===== src/rtl/icache_pkg.sv =====
// rtl/icache_pkg.sv - shared FSM encodings, defaults and width helpers for the instruction cache
package icache_pkg;

  localparam int XLEN      = 32;
  localparam int LINES_DEF = 16;
  localparam int WORDS_DEF = 4;

  typedef enum logic [1:0] {
    IDLE   = 2'd0,
    FILL   = 2'd1,
    COMMIT = 2'd2
  } state_e;

  // Tag width left over after byte, word and index fields of a 32-bit address
  function automatic int tag_bits(input int lines, input int words);
    return XLEN - 2 - $clog2(words) - $clog2(lines);
  endfunction

endpackage


===== src/rtl/icache_if.sv =====
// rtl/icache_if.sv - fetch-side and refill-side signal bundle of the instruction cache
interface icache_if;

  logic [31:0] PCF;
  logic        FetchEn;
  logic        InvalidateAll;
  logic [31:0] InstrF;
  logic        MissStallF;
  logic        MemReq;
  logic [31:0] MemAddr;
  logic        MemReady;
  logic [31:0] MemRData;

  // Cache side
  modport slave (
    input  PCF, FetchEn, InvalidateAll, MemReady, MemRData,
    output InstrF, MissStallF, MemReq, MemAddr
  );

  // Fetch stage plus backing memory side
  modport master (
    output PCF, FetchEn, InvalidateAll, MemReady, MemRData,
    input  InstrF, MissStallF, MemReq, MemAddr
  );

endinterface


===== src/rtl/icache_line_ram.sv =====
// rtl/icache_line_ram.sv - data/tag/valid arrays: async read, single-word write, bulk valid clear
module icache_line_ram
  import icache_pkg::*;
#(
  parameter int LINES = LINES_DEF,
  parameter int WORDS = WORDS_DEF,
  parameter int IW    = 4,
  parameter int WW    = 2,
  parameter int TW    = 24
) (
  input  logic            clk,
  input  logic            reset,
  input  logic [IW-1:0]   rd_idx_i,
  input  logic [WW-1:0]   rd_word_i,
  output logic [XLEN-1:0] rd_data_o,
  output logic [TW-1:0]   rd_tag_o,
  output logic            rd_valid_o,
  input  logic            we_i,
  input  logic [IW-1:0]   wr_idx_i,
  input  logic [WW-1:0]   wr_word_i,
  input  logic [XLEN-1:0] wdata_i,
  input  logic            tag_we_i,
  input  logic [TW-1:0]   wtag_i,
  input  logic            set_valid_i,
  input  logic            clear_all_i
);

  logic [XLEN-1:0]  data_q [LINES][WORDS];
  logic [TW-1:0]    tag_q  [LINES];
  logic [LINES-1:0] valid_q;

  assign rd_data_o  = data_q[rd_idx_i][rd_word_i];
  assign rd_tag_o   = tag_q[rd_idx_i];
  assign rd_valid_o = valid_q[rd_idx_i];

  // Refill beats land one word at a time; contents survive reset
  always_ff @(posedge clk) begin
    if (we_i) data_q[wr_idx_i][wr_word_i] <= wdata_i;
  end

  // Tag is written once per fill, when the line is committed
  always_ff @(posedge clk) begin
    if (tag_we_i) tag_q[wr_idx_i] <= wtag_i;
  end

  // Valid bits: clear-all wins over a same-cycle set
  always_ff @(posedge clk) begin
    if (reset || clear_all_i) valid_q <= '0;
    else if (set_valid_i)     valid_q[wr_idx_i] <= 1'b1;
  end

endmodule


===== src/rtl/icache.sv =====
// rtl/icache.sv - direct-mapped instruction cache top; ICACHE_STATS_EN adds hit/miss counters
module icache
  import icache_pkg::*;
#(
  parameter int LINES = LINES_DEF,
  parameter int WORDS = WORDS_DEF
) (
  input  logic     clk,
  input  logic     reset,
  icache_if.slave  bus
`ifdef ICACHE_STATS_EN
  ,
  output logic [31:0] HitCount,
  output logic [31:0] MissCount
`endif
);

  localparam int WW = $clog2(WORDS);
  localparam int IW = $clog2(LINES);
  localparam int TW = tag_bits(LINES, WORDS);
  localparam int LW = TW + IW;

  state_e          state_q;
  logic [WW-1:0]   beat_q;
  logic [WW-1:0]   beat_nx;
  logic [LW-1:0]   line_q;
  logic            pend_q;
  logic            mem_req_q;
  logic [31:0]     mem_addr_q;

  logic [TW-1:0]   pc_tag;
  logic [IW-1:0]   pc_idx;
  logic [WW-1:0]   pc_word;
  logic [31:0]     rd_data;
  logic [TW-1:0]   rd_tag;
  logic            rd_valid;
  logic            hit;
  logic            idle;
  logic            ram_we;
  logic            commit;
  logic            set_valid;
  logic            unused_pc_lo;

  assign pc_word      = bus.PCF[2 +: WW];
  assign pc_idx       = bus.PCF[2 + WW +: IW];
  assign pc_tag       = bus.PCF[31 -: TW];
  assign unused_pc_lo = ^bus.PCF[1:0];
  assign beat_nx      = beat_q + WW'(1);

  assign idle = (state_q == IDLE);
  assign hit  = rd_valid && (rd_tag == pc_tag);

  assign bus.InstrF     = (!reset && idle && hit) ? rd_data : 32'h0;
  assign bus.MissStallF = !reset && bus.FetchEn && (!hit || !idle);
  assign bus.MemReq     = mem_req_q;
  assign bus.MemAddr    = mem_addr_q;

  assign ram_we    = !reset && (state_q == FILL) && bus.MemReady;
  assign commit    = !reset && (state_q == COMMIT);
  assign set_valid = commit && !pend_q && !bus.InvalidateAll;

  icache_line_ram #(
    .LINES(LINES), .WORDS(WORDS), .IW(IW), .WW(WW), .TW(TW)
  ) u_ram (
    .clk         (clk),
    .reset       (reset),
    .rd_idx_i    (pc_idx),
    .rd_word_i   (pc_word),
    .rd_data_o   (rd_data),
    .rd_tag_o    (rd_tag),
    .rd_valid_o  (rd_valid),
    .we_i        (ram_we),
    .wr_idx_i    (line_q[IW-1:0]),
    .wr_word_i   (beat_q),
    .wdata_i     (bus.MemRData),
    .tag_we_i    (commit),
    .wtag_i      (line_q[LW-1:IW]),
    .set_valid_i (set_valid),
    .clear_all_i (bus.InvalidateAll)
  );

  // Miss FSM: latch the line, stream beats in order, then commit tag/valid
  always_ff @(posedge clk) begin
    if (reset) begin
      state_q    <= IDLE;
      beat_q     <= '0;
      line_q     <= '0;
      pend_q     <= 1'b0;
      mem_req_q  <= 1'b0;
      mem_addr_q <= '0;
    end else begin
      case (state_q)
        IDLE: begin
          if (bus.FetchEn && !hit) begin
            state_q    <= FILL;
            line_q     <= {pc_tag, pc_idx};
            beat_q     <= '0;
            pend_q     <= 1'b0;
            mem_req_q  <= 1'b1;
            mem_addr_q <= {pc_tag, pc_idx, {WW{1'b0}}, 2'b00};
          end
        end
        FILL: begin
          if (bus.InvalidateAll) pend_q <= 1'b1;
          if (bus.MemReady) begin
            beat_q <= beat_nx;
            if (beat_q == WW'(WORDS - 1)) begin
              state_q    <= COMMIT;
              mem_req_q  <= 1'b0;
              mem_addr_q <= '0;
            end else begin
              mem_addr_q <= {line_q, beat_nx, 2'b00};
            end
          end
        end
        COMMIT: begin
          state_q <= IDLE;
          pend_q  <= 1'b0;
        end
        default: state_q <= IDLE;
      endcase
    end
  end

`ifdef ICACHE_STATS_EN
  // Fetch statistics: hits served from IDLE and fills started
  always_ff @(posedge clk) begin
    if (reset) begin
      HitCount  <= '0;
      MissCount <= '0;
    end else begin
      if (idle && bus.FetchEn && hit)  HitCount  <= HitCount + 32'd1;
      if (idle && bus.FetchEn && !hit) MissCount <= MissCount + 32'd1;
    end
  end
`endif

endmodule


===== src/flat_wrapper.sv =====
// flat-port wrapper written by rule: the top's interface ports become plain ports
module icache_flat import icache_pkg::*;
#(
  parameter int LINES = LINES_DEF,
  parameter int WORDS = WORDS_DEF
)
  (clk, reset, bus_PCF, bus_FetchEn, bus_InvalidateAll, bus_MemReady, bus_MemRData, bus_InstrF, bus_MissStallF, bus_MemReq, bus_MemAddr);
  icache_if bus_i ();
  input  logic clk;
  input  logic reset;
  input wire logic [$bits(bus_i.PCF)-1:0] bus_PCF;
  input wire logic [$bits(bus_i.FetchEn)-1:0] bus_FetchEn;
  input wire logic [$bits(bus_i.InvalidateAll)-1:0] bus_InvalidateAll;
  input wire logic [$bits(bus_i.MemReady)-1:0] bus_MemReady;
  input wire logic [$bits(bus_i.MemRData)-1:0] bus_MemRData;
  output wire logic [$bits(bus_i.InstrF)-1:0] bus_InstrF;
  output wire logic [$bits(bus_i.MissStallF)-1:0] bus_MissStallF;
  output wire logic [$bits(bus_i.MemReq)-1:0] bus_MemReq;
  output wire logic [$bits(bus_i.MemAddr)-1:0] bus_MemAddr;
  assign bus_i.PCF = bus_PCF;
  assign bus_i.FetchEn = bus_FetchEn;
  assign bus_i.InvalidateAll = bus_InvalidateAll;
  assign bus_i.MemReady = bus_MemReady;
  assign bus_i.MemRData = bus_MemRData;
  assign bus_InstrF = bus_i.InstrF;
  assign bus_MissStallF = bus_i.MissStallF;
  assign bus_MemReq = bus_i.MemReq;
  assign bus_MemAddr = bus_i.MemAddr;
  icache #(.LINES(LINES), .WORDS(WORDS)) u_core (.clk(clk), .reset(reset), .bus(bus_i));
endmodule

===== config.mk =====
export PLATFORM = sky130hd
export DESIGN_NAME = icache_flat
export DESIGN_NICKNAME = d
export VERILOG_FILES = /design/src/rtl/icache_pkg.sv /design/src/rtl/icache_if.sv /design/src/rtl/icache_line_ram.sv /design/src/rtl/icache.sv /design/src/flat_wrapper.sv
export SDC_FILE = /design/constraint.sdc
export NUM_CORES = 2
export LEC_CHECK = 0
export BUFFER_PORTS_ARGS = -buffer_cell sky130_fd_sc_hd__buf_2
export CAP_MARGIN = 20
export CORE_UTILIZATION = 62
export CTS_CLUSTER_DIAMETER = 150
export DETAILED_ROUTE_END_ITERATION = 16
export PLACE_DENSITY = 0.77
export SETUP_SLACK_MARGIN = 0.5
export SYNTH_ARGS = -nofsm -noshare
export SYNTH_HDL_FRONTEND = slang
export SYNTH_SLANG_ARGS = --single-unit

===== constraint.sdc =====
create_clock -name clk -period 4.95 [get_ports clk]
set_input_delay 0.495 -clock clk [delete_from_list [all_inputs] [get_ports clk]]
set_output_delay 0.495 -clock clk [all_outputs]
set_load 0.02 [all_outputs]

== Yosys cells after proc, flatten, opt, wreduce, memory -nomap -nowiden ==
Memory sizes are Yosys's and may differ from the RTL's.
Cells that the tools add are included.

* Flip-flop bits (word level): 82
* Bits in writable memories: 2432
* Memories: 2
* Latch bits: 0
* Memory bits (read-only): 0

{| class="wikitable"
|+ Memory list
! memory !! depth !! width !! rd ports !! clocked after Yosys merged registers in !! write ports !! RTL line !! text
|-
| u_core.u_ram.data_q || 16 || 128 || 1 || 0 || 1 || icache_line_ram.sv:28 || <nowiki>logic [XLEN-1:0] data_q [LINES][WORDS];</nowiki>
|-
| u_core.u_ram.tag_q || 16 || 24 || 1 || 0 || 1 || icache_line_ram.sv:29 || <nowiki>logic [TW-1:0] tag_q [LINES];</nowiki>
|}

* Equality and inequality tests: 8
* Multipliers: 0
* $add $sub $neg: 1
* Magnitude comparators: 6
* Div/mod/pow operators: 0
* Shifts and indexed selects: 0
* Reductions and logical operators: 28
* Mux-type cells: 32
* Bitwise logic cells: 3

{| class="wikitable"
|+ Operators by type and width
! operator !! count
|-
| 32-bit 2-to-1 mux || 7
|-
| 128-bit 2-to-1 mux || 1
|-
| 32-bit binary-select mux with 2-bit select || 1
|-
| 32-bit demux with 2-bit select || 1
|-
| 32-bit one-hot mux with 2 select lines || 1
|-
| 24-bit == test || 1
|-
| 16-bit OR || 1
|-
| 1-bit logical AND || 13
|-
| 4-bit by 5-bit less-than comparator with 1-bit output (second input constant) || 2
|-
| 1-bit 2-to-1 mux || 10
|-
| 2-bit 2-to-1 mux || 5
|-
| 3-bit AND reduction || 3
|-
| 2-bit != test (second input constant) || 4
|-
| 2-bit one-hot mux with 2 select lines || 2
|-
| 3-bit greater-or-equal comparator (second input constant) || 2
|-
| 2-bit inverter with 3-bit output || 2
|-
| 1-bit logical NOT || 5
|-
| 1-bit binary-select mux with 4-bit select || 1
|-
| 1-bit demux with 4-bit select || 1
|-
| 2-bit == test (second input constant) || 2
|-
| 4-bit by 1-bit greater-or-equal comparator with 1-bit output (second input constant) || 1
|-
| 4-bit AND reduction || 1
|-
| 3-bit by 1-bit less-than comparator with 1-bit output (second input constant) || 1
|-
| 1-bit one-hot mux with 3 select lines || 1
|-
| 8 further kinds || 9
|}

== Depth between registers and ports, before layout ==
* Depth in word-level cells: 7
* Mapped depth: 15
* Depth with buffers taken out: 9

== Hierarchy ==
A second synthesis with hierarchy kept.

* Cells, all modules: 4408
* Area total of the unflattened synthesis: 96591.4 um^2

{| class="wikitable"
|+ By module, submodules not included
! module !! area an instance (um^2) !! cells an instance !! sequential area each (um^2) !! instances
|-
| icache_line_ram || 93029.2 || 3972 || 73350.3 || 1
|-
| icache || 3562.2 || 436 || 1261.2 || 1
|}

== Worst setup path before layout ==
Ideal clock, no wire load.

* Path type: input -> output
* Start: in bus_PCF[4]
* End: out bus_InstrF[0]
* Arrival: 3476 ps
* Data required time: 4455 ps
* Cell stages on the path: 9
* Setup slack: 979 ps
* Path buffers: 5
* Cell sequence: buf_4 > buf_2 > buf_6 > clkbuf_1 > buf_1 > mux4_2 > mux4_2 > mux4_2 > nor2b_1

* Word-level cells in the longest chain between the ends: 5
* Elaborated cells between the ends (all ways): 11

{| class="wikitable"
|+ Ends and longest elaborated chain
! item !! RTL line !! text
|-
| start, declared || flat_wrapper.sv:11 || <nowiki>input wire logic [$bits(bus_i.PCF)-1:0] bus_PCF;</nowiki>
|-
| memory 16 x 24 bit, or another cell as far along || n/a ||
|-
| 24-bit == test, or another cell as far along || icache.sv:51 || <nowiki>assign hit = rd_valid && (rd_tag == pc_tag);</nowiki>
|-
| 1-bit logical AND or 32-bit 2-to-1 mux (tied branches) || icache.sv:51, icache_line_ram.sv:32 ||
|-
| 1-bit logical AND or 32-bit 2-to-1 mux (tied branches) || icache.sv:53, icache_line_ram.sv:32 ||
|-
| 32-bit 2-to-1 mux (*) || icache.sv:53 || <nowiki>assign bus.InstrF = (!reset && idle && hit) ? rd_data : 32'h0;</nowiki>
|-
| end, declared || flat_wrapper.sv:16 || <nowiki>output wire logic [$bits(bus_i.InstrF)-1:0] bus_InstrF;</nowiki>
|}

Mark *: on every way between the ends. The rest lies on a longest branch, timed or not. The select of a mux whose other input is x is not followed.

== Worst setup path in the final report ==
* Start: mem u_core.u_ram.tag_q[12][9]
* End: out bus_InstrF[18]

* Word-level cells in the longest chain between the ends: 5

{| class="wikitable"
|+ Ends and longest elaborated chain
! item !! RTL line
|-
| start, declared || icache_line_ram.sv:29
|-
| memory 16 x 24 bit || n/a
|-
| 24-bit == test || icache.sv:51
|-
| 1-bit logical AND || icache.sv:51
|-
| 1-bit logical AND || icache.sv:53
|-
| 32-bit 2-to-1 mux || icache.sv:53
|}

Every way passes these cells.

==> metrics.txt <==
share of layout cells above drive strength 1 32.22%; most instantiated library cell after synthesis edfxtp_1; remaining global-route overflow 0; share of the clock period used by the worst path after layout 91.82%; HPWL Detailed 134000 µm; final setup skew 0.03012 ns; FP Rows 144; number of cell instances on the worst register-to-register path 11; Hold WC Path Type in -> reg; Core Footprint 0.1546 mm²; Power Dens Cells 395.0 mW/mm²; count of pins on the block boundary 135; x dimension of the die 397.3 µm; setup repair after global routing missed its margin yes; overall die area 0.1579 mm²; final-report max-slew violation count 0; final setup vio count 0; main flop type after synthesis edfxtp_1; Post-synth EDFFs 2432; CTS tree yes; largest cells by area after synthesis edfxtp_1, mux4_2, dfxtp_1; highest clock rate 220.0 MHz; outcome finished clean; overall track demand over capacity in global routing 34.72%; maximum buffer depth of the clock tree 3; first-pass iteration count of the detailed router 6; data arrival at the endpoint of the critical path 4.05 ns; Data required, critical path 4.45 ns; top fanout value on the critical path 7; relative max-transition margin 18.37%; category of the worst setup path launch point register; r2r endpoint u_core.bus.MemAddr[21]; antenna violations before repair 19; DRC errors left 0; vertical extent of the die 397.3 µm; top cell type by total area after synthesis edfxtp_1; clock tree root buffer cell clkbuf_16; Worst-Skew Late Latency 0.88 ns; area of the mapped netlist 0.09689 mm²; post-route cell area 0.1100 mm²; Commonest cells post-synth edfxtp_1, mux4_2, clkbuf_1, nand2_1, nor2_1; endpoint kind of the worst setup timing path output pin; share of flip-flops with an asynchronous set or reset 0%; H-tree levels 4; critical path launch point u_core.u_ram.tag_q[12][9]; largest net degree at the start of global routing 160; max-cap viol count 0; total detailed-routing wirelength 272300 µm; Final GP Congestion 0.8462; worst reg2reg startpoint u_core.u_ram.tag_q[12][9]; fraction of the yosys area taken by sequential cells 77.01%; instance area at placement 0.1016 mm²; Via Count 49438; antenna viol nets, final 0; initial standard-cell utilization of the core 62.68%; vias per cell 7.283; static leakage 34.50 nW; # nets final 4614; Setup crit end bus_InstrF[18]; Sum Neg Setup Slack 0 ns; maximum vdd drop 494.7 µV; count of distinct cell types in the synthesized netlist 62; top cell type's share of synthesized area 75.37%; number of input and output port buffers inserted 130; final period demand of the worst path 4.545 ns; first-pass GRT wire length 375100 µm; clk slew on worst S/H paths 0.06 ns; mean post-synth cell area 22.98 µm²; sinks on the clock net 2511; worst-case register-to-register setup slack 1.38 ns; number of synthesized register bits 2511; fill count 8348; drt initial violations 8145; synthesis-to-finish area growth 13.51%; count of synthesis-stage warnings from yosys 0; number of buffers created by CTS 230; synthesized instance count 4216; transition time at the pin with the least slew margin 1.222 ns; via count of the first global-routing pass 49387; critical path start-end classification reg -> out; WL/cell 40.12 µm; Hold Vio Cnt, Final 0
==> power breakdown <==
group          leakage [nW]  switching, mW  internal (mW)
sequential             22.4         0.0849           23.3
combinational          8.42           1.21          0.887
clock                  3.65           7.94           9.98
==> worst min path at each step <==
| stage | start | end | depth (start not counted) |
|---|---|---|---|
| final | bus_MemRData[30] | u_core.u_ram.data_q[2][94] | 1 |
| after global routing | bus_MemRData[30] | u_core.u_ram.data_q[2][94] | 1 |
| after CTS | bus_InvalidateAll | u_core.pend_q | 4 |
| after detailed placement | u_core.bus.MemAddr[9] | u_core.bus.MemAddr[9] | 2 |
| after global placement | u_core.u_ram.valid_q[4] | u_core.u_ram.valid_q[4] | 2 |
| after floorplan | u_core.u_ram.valid_q[4] | u_core.u_ram.valid_q[4] | 2 |
==> repair_timing <==
item                                    in CTS  in global routing
endpoints found under the hold margin       27                  2
pin swaps                                    3                  4
buffers inserted                             7                  1
cloned                                       2                  1
gates resized for setup                     93                 20
hold buffers                                26                  1
endpoints found under the setup margin      32                 32
==> per-stage QoR <==
stage	total power [mW]	hold slack, ns	setup slack [ns]	cells	util (%)
2_1_floorplan	25.09	0.4315	0.9785	4217	-
3_3_place_gp	25.81	0.4418	0.4058	6308	65.66
3_5_place_dp	25.85	0.4515	0.3870	6310	65.69
4_1_cts	43.41	0.1100	0.2872	6769	70.96
5_1_grt	44.28	0.007842	0.3188	6784	71.14
6_report	43.44	0.02782	0.4050	6788	71.15
==> layout make-up <==
type	instances	area [µm²]	share of cell area [%]
tap	2044	2557	2.325
antenna	11	27.53	0.02503
inverter	34	128.9	0.1172
clock inverter	139	1365	1.241
sequential	2511	74610	67.84
timing repair buffer	337	3379	3.073
multi-input combinational	1427	21850	19.86
clock buffer	285	6066	5.515
==> cell usage in the layout, fill, tap and decap left out, types with 13 or more instances in the layout <==
| master | instances |
|---|---|
| edfxtp_1 | 2432 |
| mux4_2 | 745 |
| clkbuf_16 | 234 |
| nand2_1 | 142 |
| buf_4 | 120 |
| mux2i_1 | 97 |
| buf_2 | 93 |
| dfxtp_1 | 78 |
| nor2_4 | 70 |
| buf_12 | 60 |
| clkinv_2 | 50 |
| clkbuf_1 | 48 |
| clkinv_1 | 44 |
| a21oi_1 | 41 |
| o22ai_1 | 38 |
| nor2_1 | 37 |
| inv_1 | 31 |
| a31o_1 | 28 |
| dlygate4sd3_1 | 27 |
| buf_6 | 26 |
| bufinv_16 | 25 |
| nor2b_4 | 24 |
| xnor2_1 | 23 |
| nor2b_1 | 21 |
| a31oi_1 | 14 |
| nand3_1 | 13 |
==> kinds of logic after synthesis <==
group	after synthesis	share of synthesized area, %
adder cells (fa/ha/maj)	4	0.05166
flip-flops	2511	77.01
other	1	0.003870
AND/OR/NAND/NOR	359	1.665
XOR/XNOR	26	0.2350
multiplexers	855	18.47
AO/OA/AOI/OAI	181	1.280
buffers and inverters	279	1.291
==> registers in the layout (all words and copies together) (netlist names) <==
signal and flops:
u_core.line_q 28, u_core.state_q 2, u_core.pend_q 1, u_core.beat_q 1, u_core.u_ram.valid_q 16, u_core.bus.MemReq 1
u_core.u_ram.tag_q 384, u_core.bus.MemAddr 30, u_core.u_ram.data_q 2048
==> layer usage <==
| metal | vias to the layer above | part of all wire [%] | track usage [%] |
|---|---|---|---|
| met5 | - | 0.024 | 0 |
| met4 | 12 | 5.9 | 18.21 |
| met3 | 836 | 12 | 8.548 |
| met2 | 4269 | 50 | 55.57 |
| met1 | 25801 | 33 | 44.66 |
| li1 | 18520 | - | - |
==> worst max-delay path, cell delays in order, from the launching register on <==
cell and delay [ns]:
edfxtp_1 0.37, mux4_2 0.53, mux2_2 0.33, nand3_1 0.17
o2111ai_1 0.12, a221oi_1 0.22, nor4b_2 0.38, nand3_2 0.12
nand3b_1 0.27, buf_12 0.24, buf_12 0.17, nor2b_1 0.13
buf_4 0.16
Note: power is estimated with default switching activity, not from simulation.
